===== config.mk =====
export PLATFORM = sky130hd
export DESIGN_NAME = lmcnt_p
export DESIGN_NICKNAME = d
export VERILOG_FILES = /design/src/rtl/lmcnt_p.sv
export SDC_FILE = /design/constraint.sdc
export NUM_CORES = 1
export LEC_CHECK = 0
export ABC_AREA = 1
export CAP_MARGIN = 10
export CORE_MARGIN = 4
export CORE_UTILIZATION = 35
export CTS_BUF_LIST = sky130_fd_sc_hd__clkbuf_4 sky130_fd_sc_hd__clkbuf_8 sky130_fd_sc_hd__clkbuf_16
export CTS_CLUSTER_SIZE = 20
export DETAILED_ROUTE_END_ITERATION = 10
export GPL_TIMING_DRIVEN = 0
export HOLD_SLACK_MARGIN = 0.03
export MAX_ROUTING_LAYER = met4
export SYNTH_ARGS = -nofsm -noshare
export SYNTH_HDL_FRONTEND = slang
export SYNTH_SLANG_ARGS = --single-unit
export TNS_END_PERCENT = 100

===== constraint.sdc =====
create_clock -name CLK -period 6.9 [get_ports CLK]
set_input_delay 1.38 -clock CLK [delete_from_list [all_inputs] [get_ports CLK]]
set_output_delay 1.38 -clock CLK [all_outputs]
set_load 0.1 [all_outputs]

===== src/rtl/lmcnt_p.sv =====
// Local-memory operand streamer: reads A/B vectors from selectable local memories,
// streams them to the NPU, and writes the returned C stream back to memory.
module lmcnt_p #(
  parameter int DW   = 8,
  parameter int AW   = 10,
  parameter int NMEM = 4,
  parameter int SW   = 2
) (
  input  logic                 CLK,
  input  logic                 RESET,
  input  logic                 SOFT_RESET,
  input  logic                 START,
  output logic                 FINISH,
  output logic                 ERR,
  output logic                 BUSY,
  input  logic [SW-1:0]        MSEL_A,
  input  logic [SW-1:0]        MSEL_B,
  input  logic [SW-1:0]        MSEL_C,
  input  logic [AW-1:0]        POS_A,
  input  logic [AW-1:0]        POS_B,
  input  logic [AW-1:0]        POS_C,
  input  logic [AW-1:0]        SIZE,
  input  logic                 BCAST_B,
  output logic [NMEM*AW-1:0]   M_RADR,
  input  logic [NMEM*DW-1:0]   M_RDATA,
  output logic [NMEM-1:0]      M_WR,
  output logic [NMEM*AW-1:0]   M_WADR,
  output logic [NMEM*DW-1:0]   M_WDATA,
  output logic                 NPU_EN,
  output logic [DW-1:0]        A_RDATA,
  output logic [DW-1:0]        B_RDATA,
  input  logic                 LM_EN,
  input  logic [DW-1:0]        C_WDATA
);

  localparam logic [1:0] S_IDLE  = 2'd0;
  localparam logic [1:0] S_RUN   = 2'd1;
  localparam logic [1:0] S_DRAIN = 2'd2;
  localparam logic [1:0] S_DONE  = 2'd3;

  logic [1:0]    state;
  logic [AW-1:0] rd_cnt;
  logic [AW-1:0] wr_cnt;
  logic          err_q;
  logic [SW-1:0] msel_a_q, msel_b_q, msel_c_q;
  logic [AW-1:0] pos_a_q, pos_b_q, pos_c_q, size_q;
  logic          bcast_q;
  logic          cfg_bad;
  logic          start_ok;
  logic          wr_fire;
  logic          vld_p1, vld_p2;
  logic [DW-1:0] a_rd_p1, b_rd_p1;
  logic [DW-1:0] a_data_p2, b_data_p2;

  // Memory 0 is read-only and A/B must come from distinct ports.
  always_comb begin
    cfg_bad = (MSEL_C == '0) || (MSEL_A == MSEL_B) ||
              (int'(MSEL_A) >= NMEM) || (int'(MSEL_B) >= NMEM) || (int'(MSEL_C) >= NMEM);
  end

  assign start_ok = (state == S_IDLE) && START;
  assign wr_fire  = LM_EN && ((state == S_RUN) || (state == S_DRAIN)) && (wr_cnt < size_q);

  always_ff @(posedge CLK) begin
    if (start_ok) begin
      msel_a_q <= MSEL_A;
      msel_b_q <= MSEL_B;
      msel_c_q <= MSEL_C;
      pos_a_q  <= POS_A;
      pos_b_q  <= POS_B;
      pos_c_q  <= POS_C;
      size_q   <= SIZE;
      bcast_q  <= BCAST_B;
    end
  end

  // Stage p0: address issue in RUN; p1: memory data returns; p2: registered to NPU.
  always_comb begin
    M_RADR = '0;
    if (state == S_RUN) begin
      M_RADR[int'(msel_a_q)*AW +: AW] = pos_a_q + rd_cnt;
      M_RADR[int'(msel_b_q)*AW +: AW] = bcast_q ? pos_b_q : pos_b_q + rd_cnt;
    end
  end

  assign a_rd_p1 = M_RDATA[int'(msel_a_q)*DW +: DW];
  assign b_rd_p1 = M_RDATA[int'(msel_b_q)*DW +: DW];

  always_comb begin
    M_WR    = '0;
    M_WADR  = '0;
    M_WDATA = '0;
    if (wr_fire) begin
      M_WR                            = NMEM'(1) << msel_c_q;
      M_WADR[int'(msel_c_q)*AW +: AW]  = pos_c_q + wr_cnt;
      M_WDATA[int'(msel_c_q)*DW +: DW] = C_WDATA;
    end
    M_WR[0]         = 1'b0;
    M_WADR[AW-1:0]  = '0;
    M_WDATA[DW-1:0] = '0;
  end

  always_ff @(posedge CLK or posedge RESET) begin
    if (RESET) begin
      state     <= S_IDLE;
      rd_cnt    <= '0;
      wr_cnt    <= '0;
      err_q     <= 1'b0;
      vld_p1    <= 1'b0;
      vld_p2    <= 1'b0;
      a_data_p2 <= '0;
      b_data_p2 <= '0;
    end else if (SOFT_RESET) begin
      state     <= S_IDLE;
      rd_cnt    <= '0;
      wr_cnt    <= '0;
      err_q     <= 1'b0;
      vld_p1    <= 1'b0;
      vld_p2    <= 1'b0;
      a_data_p2 <= '0;
      b_data_p2 <= '0;
    end else begin
      vld_p1 <= (state == S_RUN);
      vld_p2 <= vld_p1;
      if (vld_p1) begin
        a_data_p2 <= a_rd_p1;
        b_data_p2 <= b_rd_p1;
      end
      if (wr_fire) wr_cnt <= wr_cnt + AW'(1);
      case (state)
        S_IDLE: begin
          if (START) begin
            rd_cnt <= '0;
            wr_cnt <= '0;
            err_q  <= cfg_bad;
            state  <= (cfg_bad || (SIZE == '0)) ? S_DONE : S_RUN;
          end
        end
        S_RUN: begin
          rd_cnt <= rd_cnt + AW'(1);
          if (rd_cnt == size_q - AW'(1)) state <= S_DRAIN;
        end
        // Wait for the read pipeline to empty as well, so no NPU beat outlives the job.
        S_DRAIN: if ((wr_cnt == size_q) && !vld_p1 && !vld_p2) state <= S_DONE;
        S_DONE:  state <= S_IDLE;
        default: state <= S_IDLE;
      endcase
    end
  end

  assign FINISH  = (state == S_DONE);
  assign BUSY    = (state != S_IDLE);
  assign ERR     = err_q;
  assign NPU_EN  = vld_p2;
  assign A_RDATA = a_data_p2;
  assign B_RDATA = b_data_p2;

endmodule


# Word-level counts from Yosys, hierarchy flattened
# Index checks and enable logic that the tools add are counted.
[totals] reg_bits=88 out_inout_bits=136 word_cells=102
[op_classes] addsub=10 mul=3 magnitude_cmp=1 n_eq_ne=9 shifts=11 mux=28 n_bitwise=3 reduce_logical=21
[op_table] cell="variable shift 10 x 33 -> 40 bit, first input constant" count=3
[op_table] cell="indexed part select 10 x 33 -> 40 bit" count=3
[op_table] cell="negation 6 -> 33 bit" count=3
[op_table] cell="bitwise AND 40 bit" count=2
[op_table] cell="2-to-1 mux 40 bit" count=2
[op_table] cell="2-to-1 mux 10 bit" count=7
[op_table] cell="indexed part select 32 x 6 -> 8 bit" count=2
[op_table] cell="bitwise mux 40 bit" count=1
[op_table] cell="negation 5 -> 33 bit" count=1
[op_table] cell="variable shift 8 x 33 -> 32 bit, first input constant" count=1
[op_table] cell="indexed part select 8 x 33 -> 32 bit" count=1
[op_table] cell="bitwise AND 32 bit" count=1
[op_table] cell="2-to-1 mux 32 bit" count=1
[op_table] cell="2-to-1 mux 8 bit" count=4
[op_table] cell="adder 10 bit" count=3
[op_table] cell="adder 10 x 1 -> 10 bit, second input constant" count=2
[op_table] cell="equality test 10 bit" count=2
[op_table] cell="one-hot mux 10 bit (2 select lines)" count=1
[op_table] cell="multiplier 2 x 3 -> 5 bit, second input constant" count=3
[op_table] cell="zero test 10 bit" count=1
[op_table] cell="< comparator 10 bit" count=1
[op_table] cell="2-to-1 mux 2 bit" count=5
[op_table] cell="subtractor 10 x 1 -> 10 bit, second input constant" count=1
[op_table] cell="one-hot mux 2 bit (4 select lines)" count=1
[op_table] cell="other kinds (16)" count=34

# Longest topological paths before layout
[logic_depth] ltp_word=8 mapped_depth=18 mapped_depth_nobuf=18

# Worst setup path before layout
# No wires, ideal clock.
[synth_timing] kind="flip-flop to output port" from="reg msel_c_q[0]" to="out M_WDATA[10]" arrival_ns=4.756 t_required_ns=5.520 setup_slack_ns=0.764 stages_incl_launch_ff=10 cell_sequence="edfxtp_1 clkbuf_1 inv_1 clkbuf_1 buf_2 ha_1 inv_1 nor2_1 inv_1 nor4_1"
[synth_via] elab_chain_len=4 elab_cells_between_ends=5
[synth_rtl] element="from (decl)" line="45" rtl="logic [SW-1:0] msel_a_q, msel_b_q, msel_c_q;"
[synth_rtl] element="from (signal assigned)" line="68" rtl="msel_c_q <= MSEL_C;"
[synth_rtl] element="negation 5 -> 33 bit (*)" line="96" rtl="M_WDATA[int'(msel_c_q)*DW +: DW] = C_WDATA;"
[synth_rtl] element="indexed part select 8 x 33 -> 32 bit / variable shift 8 x 33 -> 32 bit (equally long branches)" line="96"
[synth_rtl] element="bitwise AND 32 bit (no line) (*)"
[synth_rtl] element="2-to-1 mux 32 bit (*)" line="93" rtl="if (wr_fire) begin"
[synth_rtl] element="to (decl)" line="28" rtl="output logic [NMEM*DW-1:0] M_WDATA,"
# Every way passes the cells marked *; elsewhere a longest branch is shown, timed or not.

# Worst setup path in the final report
[layout_timing] from="reg msel_b_q[0]" to="out M_RADR[0]"
[layout_via] elab_chain_len=5 elab_cells_between_ends=6
[layout_rtl] element="from (decl)" line="45"
[layout_rtl] element="from (signal assigned)" line="67" rtl="msel_b_q <= MSEL_B;"
[layout_rtl] element="multiplier 2 x 3 -> 5 bit (*)" line="82" rtl="M_RADR[int'(msel_b_q)*AW +: AW] = bcast_q ? pos_b_q : pos_b_q + rd_cnt;"
[layout_rtl] element="negation 6 -> 33 bit (*)" line="82"
[layout_rtl] element="indexed part select 10 x 33 -> 40 bit / variable shift 10 x 33 -> 40 bit (equally long branches)" line="82"
[layout_rtl] element="bitwise mux 40 bit (*)" line="82"
[layout_rtl] element="2-to-1 mux 40 bit (*)" line="80" rtl="if (state == S_RUN) begin"
[layout_rtl] element="to (decl)" line="24" rtl="output logic [NMEM*AW-1:0] M_RADR,"
# Marks and branches as above.

==> impl_results.md <==
* Longest Clk Path Bufs at 2
* Hpwl dp at 27.7 mm
* Crit path max fanout at 12
* RSZ-0062 raised after global routing: no
* Crit path required time at 5.52 ns
* Static Leakage at about 5.5 nW
* Initial antenna violation count at 0
* Core area at 0.0261 sq mm
* CTS tree: built
* Io pins at 228
* Max Slew Vio Count at 0
* Antenna-violating nets left at 0
* Number of synthesized flops with an enable pin at 47
* Standard-cell rows at 59
* Critical path type: reg2out
* PwrDens at 281 mW/mm^2
* Pre-Repair DR Iteration Count at 7
* Netlist Area Pre-Place at approximately 0.0093 sq mm
* DRC at 0
* Most frequent cells in the layout: nand2_1, clkdlybuf4s50_1, nand3_1
* Status: finished clean
* FILL cells at about 2.7k
* Largest net degree at the start of global routing at 50
* Worst vdd ir at about 0.13 mV
* CTS clk-pin slew, worst paths at 0.08 ns
* CTS resizes at 0
* Grt total ovfl at 0
* Fin crit share at 0.926
* Most used DFF post-synth: edfxtp_1
* Syn Area/Cell at 6.66 sq um
* Width of the die at 171 um
* Max Cap Viol at 0
* Seq/Total Area, Yosys at 0.261
* Async S/R FF share, synth at 0.466
* Fin. Hold Viols at 0
* Die area at 0.0293 sq mm
* Worst slew margin at 0.257
* GRT Total Usage at 0.237
* Finished Core Util at 0.466
* Clock Latency Late Sink at 0.36 ns
* Setup TNS Final at 0 ns
* IO Port Bufs at slightly above 200
* Worst slew pin tran at 1.11 ns
* Vias in the first global route at 9975
* Via count at roughly 10k
* Synth warn at 0
* Kind of launch point of the worst setup path: flip-flop
* Seq cells post-synth at 88
* CP endpoint kind: output port
* Cts hold-fix bufs at 0
* Die H at 171 um
* Clk root buf: clkbuf_16
* Post-CTS Setup Bufs at 0
* First-pass GRT wire length at about 54 mm
* Total Wirelength at 34.2 mm
* Fmax at 157 MHz
* Fin Hold WS at 0.539 ns
* Final clock skew at 0.0138 ns
* Final setup fails at 0
* Wire per inst at approximately 17 um
* Synth unique cells at 58
* Layout cell share with drive strength beyond 1 at 0.0706
* ANT cells at 0
* Area delta synth->final at 30.6%
* Total chip power at 3.42 mW
* Commonest non-fill, non-tap cell in the layout: nand2_1
* Place WS at 1.01 ns
* CTS H-Tree Depth at 3
* Layout Nets at about 1.8k
* Worst setup margin at 0.511 ns
* Period minus WS final at 6.39 ns
* Initial DRC count at around 870
* RePlAce Congestion at 1.01
* WP data arrival at ~5.0 ns
* Vias per cell at about 5.2
* CTS buffer count at 9
* Hold WC Path Type: reg2reg
* Sinks on Clock Net at 88
* Initial Util at 0.357
* Post-Syn Instances at 1401
-- path summary, 6_finish.rpt --
kind	to	slack, ns	startpoint	cells past startpoint
worst max-delay path	M_RADR[0]	0.51	msel_b_q[0]	14
worst min-delay path	state[1]	0.54	state[1]	2
worst max register to register	rd_cnt[8]	3.86	state[0]	12
worst min register to register	state[1]	0.54	state[1]	2
max in group asynchronous	rd_cnt[9]	5.10	RESET	3
min in group asynchronous	A_RDATA[7]	1.31	RESET	2
-- worst max-delay path: stages (launching register included) --
cell and delay, ns:
edfxtp_1 0.44, clkbuf_2 0.23, inv_1 0.10, buf_2 0.20, buf_1 0.58, ha_1 0.25
clkbuf_1 0.32, clkbuf_1 0.46, nand2_1 0.18, o21ai_1 0.21, nand2_1 0.07, nand2_1 0.07
nand3_1 0.11, a21oi_1 0.23, clkdlybuf4s50_1 1.17
-- power by group --
| part | internal [mW] | total [mW] | switching (mW) |
|---|---|---|---|
| combinational | 0.574 | 2.20 | 1.62 |
| clock | 0.248 | 0.481 | 0.233 |
| sequential | 0.663 | 0.744 | 0.0808 |
-- per-layer routing --
metal  up-vias  GRT usage  part of all wire
met5         -          -                 0
met4         0     0.0462             0.017
met3        51     0.0545             0.079
met2       363      0.366              0.45
met1      4732      0.322              0.45
li1       5161          -                 -
-- layout make-up --
class	instances	area, sq um	share of cell area
buffer	66	350	0.0288
clock buffer	9	225	0.0185
clock inverter	7	53.8	0.00442
inverter	150	571	0.0468
multi-input combinational	1115	6030	0.495
sequential	88	2440	0.200
tap	335	419	0.0344
timing repair buffer	208	2090	0.172
-- synth_stat cells (all sizes together), types with 26 or more instances --
master / number / area share
dfrtp: 41 / 0.11
a21oi: 133 / 0.072
nor3: 44 / 0.030
inv: 146 / 0.060
nand2: 358 / 0.15
buf: 40 / 0.027
edfxtp: 47 / 0.15
nor2: 133 / 0.061
ha: 60 / 0.081
clkbuf: 26 / 0.011
nand4: 27 / 0.018
o21ai: 59 / 0.033
nand3: 186 / 0.11
-- sequential cells by signal, indices dropped and copies added (netlist names), 2 cells and up --
name / flops
pos_a_q: 10
pos_b_q: 10
pos_c_q: 10
rd_cnt: 10
size_q: 10
wr_cnt: 10
A_RDATA: 8
B_RDATA: 8
msel_a_q: 2
msel_b_q: 2
msel_c_q: 2
state: 2
-- stage by stage --
step	cells	cell area, sq um
after floorplan	1419	9390
after global placement	1961	11900
after detailed placement	1962	11900
after CTS	1978	12200
after global routing	1978	12200
final	1978	12200
-- cell families after synthesis --
group           Yosys count  share of synthesized area
buf+inv                 216                     0.0988
xor+xnor                 28                     0.0301
compound gates          225                      0.136
mux                       2                    0.00215
other cells               1                   0.000402
fa+ha+maj                63                     0.0869
simple gates            778                      0.385
flops                    88                      0.261
No activity file was read; power rests on OpenSTA's default activity.
